--- src/rtl/ps2_host_tx_if.sv ---
// Command handshake plus PS/2 pad levels and pull-down enables shared by the
// game logic, the host transmitter and the top-level open-collector pads.
`timescale 1ns/1ps
interface ps2_host_tx_if;
   logic [7:0] tx_data;
   logic       tx_valid;
   logic       tx_ready;
   logic       ps2_clk_in;
   logic       ps2_data_in;
   logic       ps2_clk_oe;
   logic       ps2_data_oe;
   logic       tx_done;
   logic       tx_error;

   modport slave (
      input  tx_data, tx_valid, ps2_clk_in, ps2_data_in,
      output tx_ready, ps2_clk_oe, ps2_data_oe, tx_done, tx_error
   );

   modport master (
      output tx_data, tx_valid, ps2_clk_in, ps2_data_in,
      input  tx_ready, ps2_clk_oe, ps2_data_oe, tx_done, tx_error
   );
endinterface

--- src/rtl/ps2_host_tx.sv ---
// PS/2 host-to-device transmitter: request-to-send, bits shifted out on device
// clock falling edges, acknowledge check, and a whole-frame timeout.
`timescale 1ns/1ps
module ps2_host_tx #(
   parameter int INHIBIT_CYCLES = 5000,
   parameter int TIMEOUT_CYCLES = 750000
) (
   input logic          clk,
   input logic          rst,
   ps2_host_tx_if.slave bus
);
   localparam int MAX_CYCLES = (INHIBIT_CYCLES > TIMEOUT_CYCLES) ? INHIBIT_CYCLES : TIMEOUT_CYCLES;
   localparam int CW = $clog2(MAX_CYCLES + 1);
   localparam logic [CW-1:0] INHIBIT_LAST = CW'(INHIBIT_CYCLES - 1);
   localparam logic [CW-1:0] TIMEOUT_LAST = CW'(TIMEOUT_CYCLES - 1);

   typedef enum logic [2:0] {
      S_IDLE, S_INHIBIT, S_REQ, S_START, S_DATA, S_STOP, S_ACK, S_WAIT_IDLE
   } state_e;

   state_e        state_q, state_d;
   logic [CW-1:0] cnt_q, cnt_d;
   logic [8:0]    shift_q, shift_d;
   logic [3:0]    idx_q, idx_d;
   logic          clk_oe_q, clk_oe_d;
   logic          data_oe_q, data_oe_d;
   logic          done_q, done_d;
   logic          error_q, error_d;
   logic          clk_meta_q, clk_sync_q, clk_prev_q;
   logic          data_meta_q, data_sync_q;
   logic          fe, ready, in_frame;

   // Sync flops reset to the idle (pulled-up) line level.
   always_ff @(posedge clk or negedge rst) begin
      if (!rst) begin
         clk_meta_q  <= 1'b1;
         clk_sync_q  <= 1'b1;
         clk_prev_q  <= 1'b1;
         data_meta_q <= 1'b1;
         data_sync_q <= 1'b1;
      end else begin
         clk_meta_q  <= bus.ps2_clk_in;
         clk_sync_q  <= clk_meta_q;
         clk_prev_q  <= clk_sync_q;
         data_meta_q <= bus.ps2_data_in;
         data_sync_q <= data_meta_q;
      end
   end

   assign fe       = clk_prev_q & ~clk_sync_q;
   // The pulse cycle is not yet ready, so IDLE always follows a done/error pulse.
   assign ready    = (state_q == S_IDLE) && !done_q && !error_q;
   assign in_frame = (state_q inside {S_START, S_DATA, S_STOP, S_ACK, S_WAIT_IDLE});

   always_comb begin
      // NOTE: every target gets its default first so no path can infer a latch.
      state_d   = state_q;
      cnt_d     = cnt_q;
      shift_d   = shift_q;
      idx_d     = idx_q;
      data_oe_d = data_oe_q;
      done_d    = 1'b0;
      error_d   = 1'b0;

      unique case (state_q)
         S_IDLE: begin
            data_oe_d = 1'b0;
            if (bus.tx_valid && ready) begin
               state_d = S_INHIBIT;
               cnt_d   = '0;
               shift_d = {~^bus.tx_data, bus.tx_data};
            end
         end
         S_INHIBIT: begin
            if (cnt_q == INHIBIT_LAST) begin
               state_d   = S_REQ;
               cnt_d     = '0;
               data_oe_d = 1'b1;
            end else begin
               cnt_d = cnt_q + CW'(1);
            end
         end
         S_REQ: begin
            state_d = S_START;
            cnt_d   = '0;
         end
         // Our own clock release must not look like a device falling edge.
         S_START: begin
            if (clk_sync_q) begin
               state_d = S_DATA;
               idx_d   = '0;
            end
         end
         S_DATA: begin
            if (fe) begin
               data_oe_d = ~shift_q[idx_q];
               idx_d     = idx_q + 4'd1;
               if (idx_q == 4'd8) state_d = S_STOP;
            end
         end
         S_STOP: begin
            if (fe) begin
               data_oe_d = 1'b0;
               state_d   = S_ACK;
            end
         end
         S_ACK: begin
            if (fe) begin
               if (data_sync_q) begin
                  error_d = 1'b1;
                  state_d = S_IDLE;
               end else begin
                  state_d = S_WAIT_IDLE;
               end
            end
         end
         S_WAIT_IDLE: begin
            if (clk_sync_q && data_sync_q) begin
               done_d  = 1'b1;
               state_d = S_IDLE;
            end
         end
         default: state_d = S_IDLE;
      endcase

      // Timeout wins over any edge seen in the same cycle.
      if (in_frame) begin
         cnt_d = cnt_q + CW'(1);
         if (cnt_q == TIMEOUT_LAST) begin
            state_d   = S_IDLE;
            data_oe_d = 1'b0;
            done_d    = 1'b0;
            error_d   = 1'b1;
         end
      end

      clk_oe_d = (state_d == S_INHIBIT) || (state_d == S_REQ);
   end

   always_ff @(posedge clk or negedge rst) begin
      if (!rst) begin
         state_q   <= S_IDLE;
         cnt_q     <= '0;
         shift_q   <= '0;
         idx_q     <= '0;
         clk_oe_q  <= 1'b0;
         data_oe_q <= 1'b0;
         done_q    <= 1'b0;
         error_q   <= 1'b0;
      end else begin
         // NOTE: non-blocking updates so every flop samples pre-edge values.
         state_q   <= state_d;
         cnt_q     <= cnt_d;
         shift_q   <= shift_d;
         idx_q     <= idx_d;
         clk_oe_q  <= clk_oe_d;
         data_oe_q <= data_oe_d;
         done_q    <= done_d;
         error_q   <= error_d;
      end
   end

   assign bus.tx_ready    = ready;
   assign bus.ps2_clk_oe  = clk_oe_q;
   assign bus.ps2_data_oe = data_oe_q;
   assign bus.tx_done     = done_q;
   assign bus.tx_error    = error_q;
endmodule

--- src/flat_wrapper.sv ---
// flat-port wrapper written by rule: the top's interface ports become plain ports
module ps2_host_tx_flat 
#(
   parameter int INHIBIT_CYCLES = 5000,
   parameter int TIMEOUT_CYCLES = 750000
)
  (clk, rst, bus_tx_data, bus_tx_valid, bus_ps2_clk_in, bus_ps2_data_in, bus_tx_ready, bus_ps2_clk_oe, bus_ps2_data_oe, bus_tx_done, bus_tx_error);
  ps2_host_tx_if bus_i ();
  input logic clk;
  input logic rst;
  input wire logic [$bits(bus_i.tx_data)-1:0] bus_tx_data;
  input wire logic [$bits(bus_i.tx_valid)-1:0] bus_tx_valid;
  input wire logic [$bits(bus_i.ps2_clk_in)-1:0] bus_ps2_clk_in;
  input wire logic [$bits(bus_i.ps2_data_in)-1:0] bus_ps2_data_in;
  output wire logic [$bits(bus_i.tx_ready)-1:0] bus_tx_ready;
  output wire logic [$bits(bus_i.ps2_clk_oe)-1:0] bus_ps2_clk_oe;
  output wire logic [$bits(bus_i.ps2_data_oe)-1:0] bus_ps2_data_oe;
  output wire logic [$bits(bus_i.tx_done)-1:0] bus_tx_done;
  output wire logic [$bits(bus_i.tx_error)-1:0] bus_tx_error;
  assign bus_i.tx_data = bus_tx_data;
  assign bus_i.tx_valid = bus_tx_valid;
  assign bus_i.ps2_clk_in = bus_ps2_clk_in;
  assign bus_i.ps2_data_in = bus_ps2_data_in;
  assign bus_tx_ready = bus_i.tx_ready;
  assign bus_ps2_clk_oe = bus_i.ps2_clk_oe;
  assign bus_ps2_data_oe = bus_i.ps2_data_oe;
  assign bus_tx_done = bus_i.tx_done;
  assign bus_tx_error = bus_i.tx_error;
  ps2_host_tx #(.INHIBIT_CYCLES(INHIBIT_CYCLES), .TIMEOUT_CYCLES(TIMEOUT_CYCLES)) u_core (.clk(clk), .rst(rst), .bus(bus_i));
endmodule
--- config.mk ---
export PLATFORM = sky130hd
export DESIGN_NAME = ps2_host_tx_flat
export DESIGN_NICKNAME = d
export VERILOG_FILES = /design/src/rtl/ps2_host_tx_if.sv /design/src/rtl/ps2_host_tx.sv /design/src/flat_wrapper.sv
export SDC_FILE = /design/constraint.sdc
export NUM_CORES = 1
export LEC_CHECK = 0
export ABC_AREA = 1
export CAP_MARGIN = 20
export CELL_PAD_IN_SITES_DETAIL_PLACEMENT = 1
export CELL_PAD_IN_SITES_GLOBAL_PLACEMENT = 1
export CORE_MARGIN = 4
export CORE_UTILIZATION = 43
export CTS_CLUSTER_SIZE = 24
export DETAILED_ROUTE_END_ITERATION = 8
export GPL_ROUTABILITY_DRIVEN = 1
export PLACE_DENSITY_LB_ADDON = 0.2
export RECOVER_POWER = 100
export SLEW_MARGIN = 20
export SYNTH_ARGS = -nofsm -noshare
export SYNTH_HDL_FRONTEND = slang
export SYNTH_SLANG_ARGS = --single-unit
--- constraint.sdc ---
create_clock -name clk -period 1.9 [get_ports clk]
set_input_delay 0.38 -clock clk [delete_from_list [all_inputs] [get_ports clk]]
set_output_delay 0.38 -clock clk [all_outputs]
set_load 0.02 [all_outputs]
==> results of run 1 <==
[path summary, 6_finish.rpt]
kind / endpoint / slack (ns) / cells after the start
worst max-delay path: u_core.bus.ps2_clk_oe$_DFF_PN0_ / 0.11 / 8
worst min-delay path: u_core.cnt_q[15]$_DFFE_PN0P_ / 0.18 / 1
worst max register to register: u_core.bus.ps2_clk_oe$_DFF_PN0_ / 0.11 / 8
worst min register to register: u_core.data_sync_q$_DFF_PN1_ / 0.36 / 0
max in group asynchronous: u_core.bus.ps2_data_oe$_DFF_PN0_ / 0.48 / 2
min in group clk: u_core.data_sync_q$_DFF_PN1_ / 0.36 / 0
[metrics by stage]
| stage | hold slack, ns | worst slack [ns] | area (sq um) | utilization (%) |
|---|---|---|---|---|
| 3_5_place_dp | 0.346 | 0.0884 | 3130 | 49.3 |
| 6_report | 0.180 | 0.110 | 3220 | 50.8 |
| 4_1_cts | 0.0139 | 0.0424 | 3260 | 51.4 |
| 5_1_grt | 0.290 | 0.00993 | 3220 | 50.8 |
| 2_1_floorplan | 0.0844 | 0.374 | 2830 | - |
| 3_3_place_gp | 0.343 | 0.116 | 3130 | 49.3 |
[flip-flops by register name, indices dropped and copies added (netlist names)]
register / cells
u_core.state_q: 3
u_core.bus.ps2_clk_oe: 1
u_core.clk_meta_q: 1
u_core.clk_prev_q: 1
u_core.cnt_q: 20
u_core.idx_q: 4
u_core.bus.ps2_data_oe: 1
u_core.clk_sync_q: 1
u_core.data_sync_q: 1
u_core.bus.tx_done: 1
u_core.shift_q: 9
u_core.data_meta_q: 1
u_core.bus.tx_error: 1
[cell families after synthesis]
kind of cell / synth area share [%]
AO/OA/AOI/OAI: 10.9
XOR/XNOR: 3.10
adder cells (fa/ha/maj): 1.33
buffers and inverters: 8.99
flip-flops: 40.1
AND/OR/NAND/NOR: 35.7
[synth_stat cells, types with 3 or more instances]
cell / n
o21ai_1: 3
o21ai_0: 21
nand4_1: 10
nand3_1: 37
buf_4: 3
dfstp_2: 5
buf_2: 3
nor3_1: 9
nand2_2: 7
nor2_2: 3
inv_1: 45
nor2_1: 30
dfrtp_1: 40
nor2_4: 3
o211ai_1: 7
xnor2_1: 4
a21oi_1: 12
inv_2: 3
nand2_1: 91
ha_1: 3
xor2_1: 6
[power by group through the flow]
stage	registers [W]	logic, W	clock network, W
2_1_floorplan	0.00116	0.000578	0
3_3_place_gp	0.00117	0.000855	0
3_5_place_dp	0.00118	0.000883	0
4_1_cts	0.00116	0.000885	0.000883
5_1_grt	0.00117	0.000950	0.000925
6_report	0.00115	0.000847	0.000864
[layer usage]
| layer | vias up | wire (um) |
|---|---|---|
| li1 | 1275 | - |
| met1 | 1270 | 3660 |
| met2 | 38 | 3590 |
| met3 | 7 | 285 |
| met4 | 0 | 55 |
| met5 | - | 0 |
[layout make-up]
cell class              count  area [sq um]  area share, %
inverters                  50           190           5.90
multi-input cells         271          1430           44.3
well taps                  77          96.3           2.99
clock buffers               5          68.8           2.13
clock inverters             3          65.1           2.02
flip-flops and latches     45          1130           35.1
repair buffers             28           243           7.53
[repair_timing]
item	4_1_cts	5_1_grt
setup endpoints to repair	1	2
setup buffers	0	0
resized for setup	1	4
==> impl_metrics.tcl, run 1 <==
set metrics [dict create \
    syn2layout_area_growth_pct 14.1 \
    critical_path_class "reg -> reg" \
    std_cell_rows 29 \
    drt_pass1_iterations 4 \
    ys.warnings.count 0 \
    clk_latency_ns 0.31 \
    place_inst 471 \
    ys_seq_area_share_pct 40.1 \
    slowest_delay_ns 0.45 \
    grt_max_degree 30 \
    grt_use_met1_pct 29.5 \
    synthesis.nets 390 \
    synth_cell_type_count 45 \
    globalRouteMet2Util_pct 34.8 \
    antenna_found_initial 0 \
    grt_pass1_wl_mm 12.9 \
    drtAntennaViolNets 0 \
    outcome "finished, final reports clean" \
    crit_fanout 9 \
    min_period_ns 1.79 \
    rsz0062_at_grt "no" \
    total_leakage_power_nw 1.54 \
    ys_async_sr_fraction_pct 100 \
    drt_iter0_drc 109 \
    die_area_sq_um 7930 \
    skew_ns 0.00739 \
    post_drt_wl_per_cell_um 15.8 \
    layout-drive-gt1-share_pct 12.2 \
    synth_edf_count 0 \
    grt_pass1_vias 2679 \
    hold_viol 0 \
    syn_area_per_cell_sq_um 7.55 \
    clkSlewWorstSetupHoldPaths_ns 0.09 \
    cts_buffer_depth 2 \
    relSlewSlack_pct 37.7 \
    gr-total-overflow 0 \
    place.gp.congestion 0.888 \
    clkSinkCount 45 \
    synth_seq_cells 45 \
    post-route-period-util_pct 94.2 \
    tritoncts "built" \
    worst_path_most_repeated_cell "nand2_1" \
    final_cell_mix "nand2_1 (91), inv_1 (45), dfrtp_1 (40)" \
    htreeDepth 2 \
    final_common_cell "nand2_1" \
    finalPower_w 0.00287 \
    dieHeight_um 89.1 \
    postSynthCellCount 374 \
    die_w_um 89.1 \
    netlist.area_leader.share_pct 35.4 \
    maxSlewViolCount 0 \
    crit_buf_inv 1 \
    port_buffers 17 \
    track_usage_pct 21.2 \
    cap_violations 0 \
    cts-root-buf "clkbuf_8" \
    worstPathArrival_ns 2.04 \
    start_util_pct 44.5 \
    rr_startpoint "u_core.state_q[0]$_DFF_PN0_" \
    hold_path_class "in -> async" \
    cts_made_buffers 5 \
    hold_buffers 0 \
    drcViolationCount 0 \
    synth_area_leaders "dfrtp_1 (35%), nand2_1 (12%), nand3_1 (6.6%), inv_1 (6.0%), dfstp_2 (4.7%)" \
    ys.flop_type "dfrtp_1" \
    stdcell_count 479 \
    dr_total_vias 2590 \
    coreArea_sq_um 6350 \
    power.density_nw_per_um2 889 \
    fmax_mhz 559 \
    power.internal_w 0.00191 \
    combPwrFrac_pct 29.5 \
    required_ns 2.15 \
    worstSetupStartpoint "u_core.state_q[0]$_DFF_PN0_" \
    swShare_pct 33.5 \
    setup_viol 0 \
    tightest_slew_ns 0.934 \
    wirelength_mm 7.58 \
    yosysTopAreaCell "dfrtp_1" \
    peakVddDrop_mv 0.542 \
    cp_top_family "simple AND/OR/NAND/NOR gates" \
    post-dp-hpwl_mm 5.99 \
    p_switching_w 0.000959 \
    seq_power_share_pct 40.3 \
    slowest_stage "dfrtp_1" \
    io_pins 18 \
    via_per_inst 5.41 \
    grt.busiest_layer "met2" \
    setup_tns_ns 0 \
    syn_area_sq_um 2830 \
    p_clk_share_pct 30.1 \
    use_met3_pct 3.04 \
    num_antenna_cells 0 \
    nFillCells 816 \
    critPathLaunchType "register" \
    worstPathCellList "clkbuf_2 > nand2_1 > nand2_2 > nand4_2 > and2_1 > nand2_1 > nand3_1 > nand2_1" \
    critPathCaptureType "register" \
    nets 417 \
]
Power figures use the tool's default switching activity.
==> run 2: changes to the inputs <==
--- a/config.mk
+++ b/config.mk
@@ -6,7 +6,6 @@
 export NUM_CORES = 1
 export LEC_CHECK = 0
 export ABC_AREA = 1
-export CAP_MARGIN = 20
 export CELL_PAD_IN_SITES_DETAIL_PLACEMENT = 1
 export CELL_PAD_IN_SITES_GLOBAL_PLACEMENT = 1
 export CORE_MARGIN = 4
==> results of run 2 <==
Same layout as run 1: the final DEF is identical, and so are final timing and power.
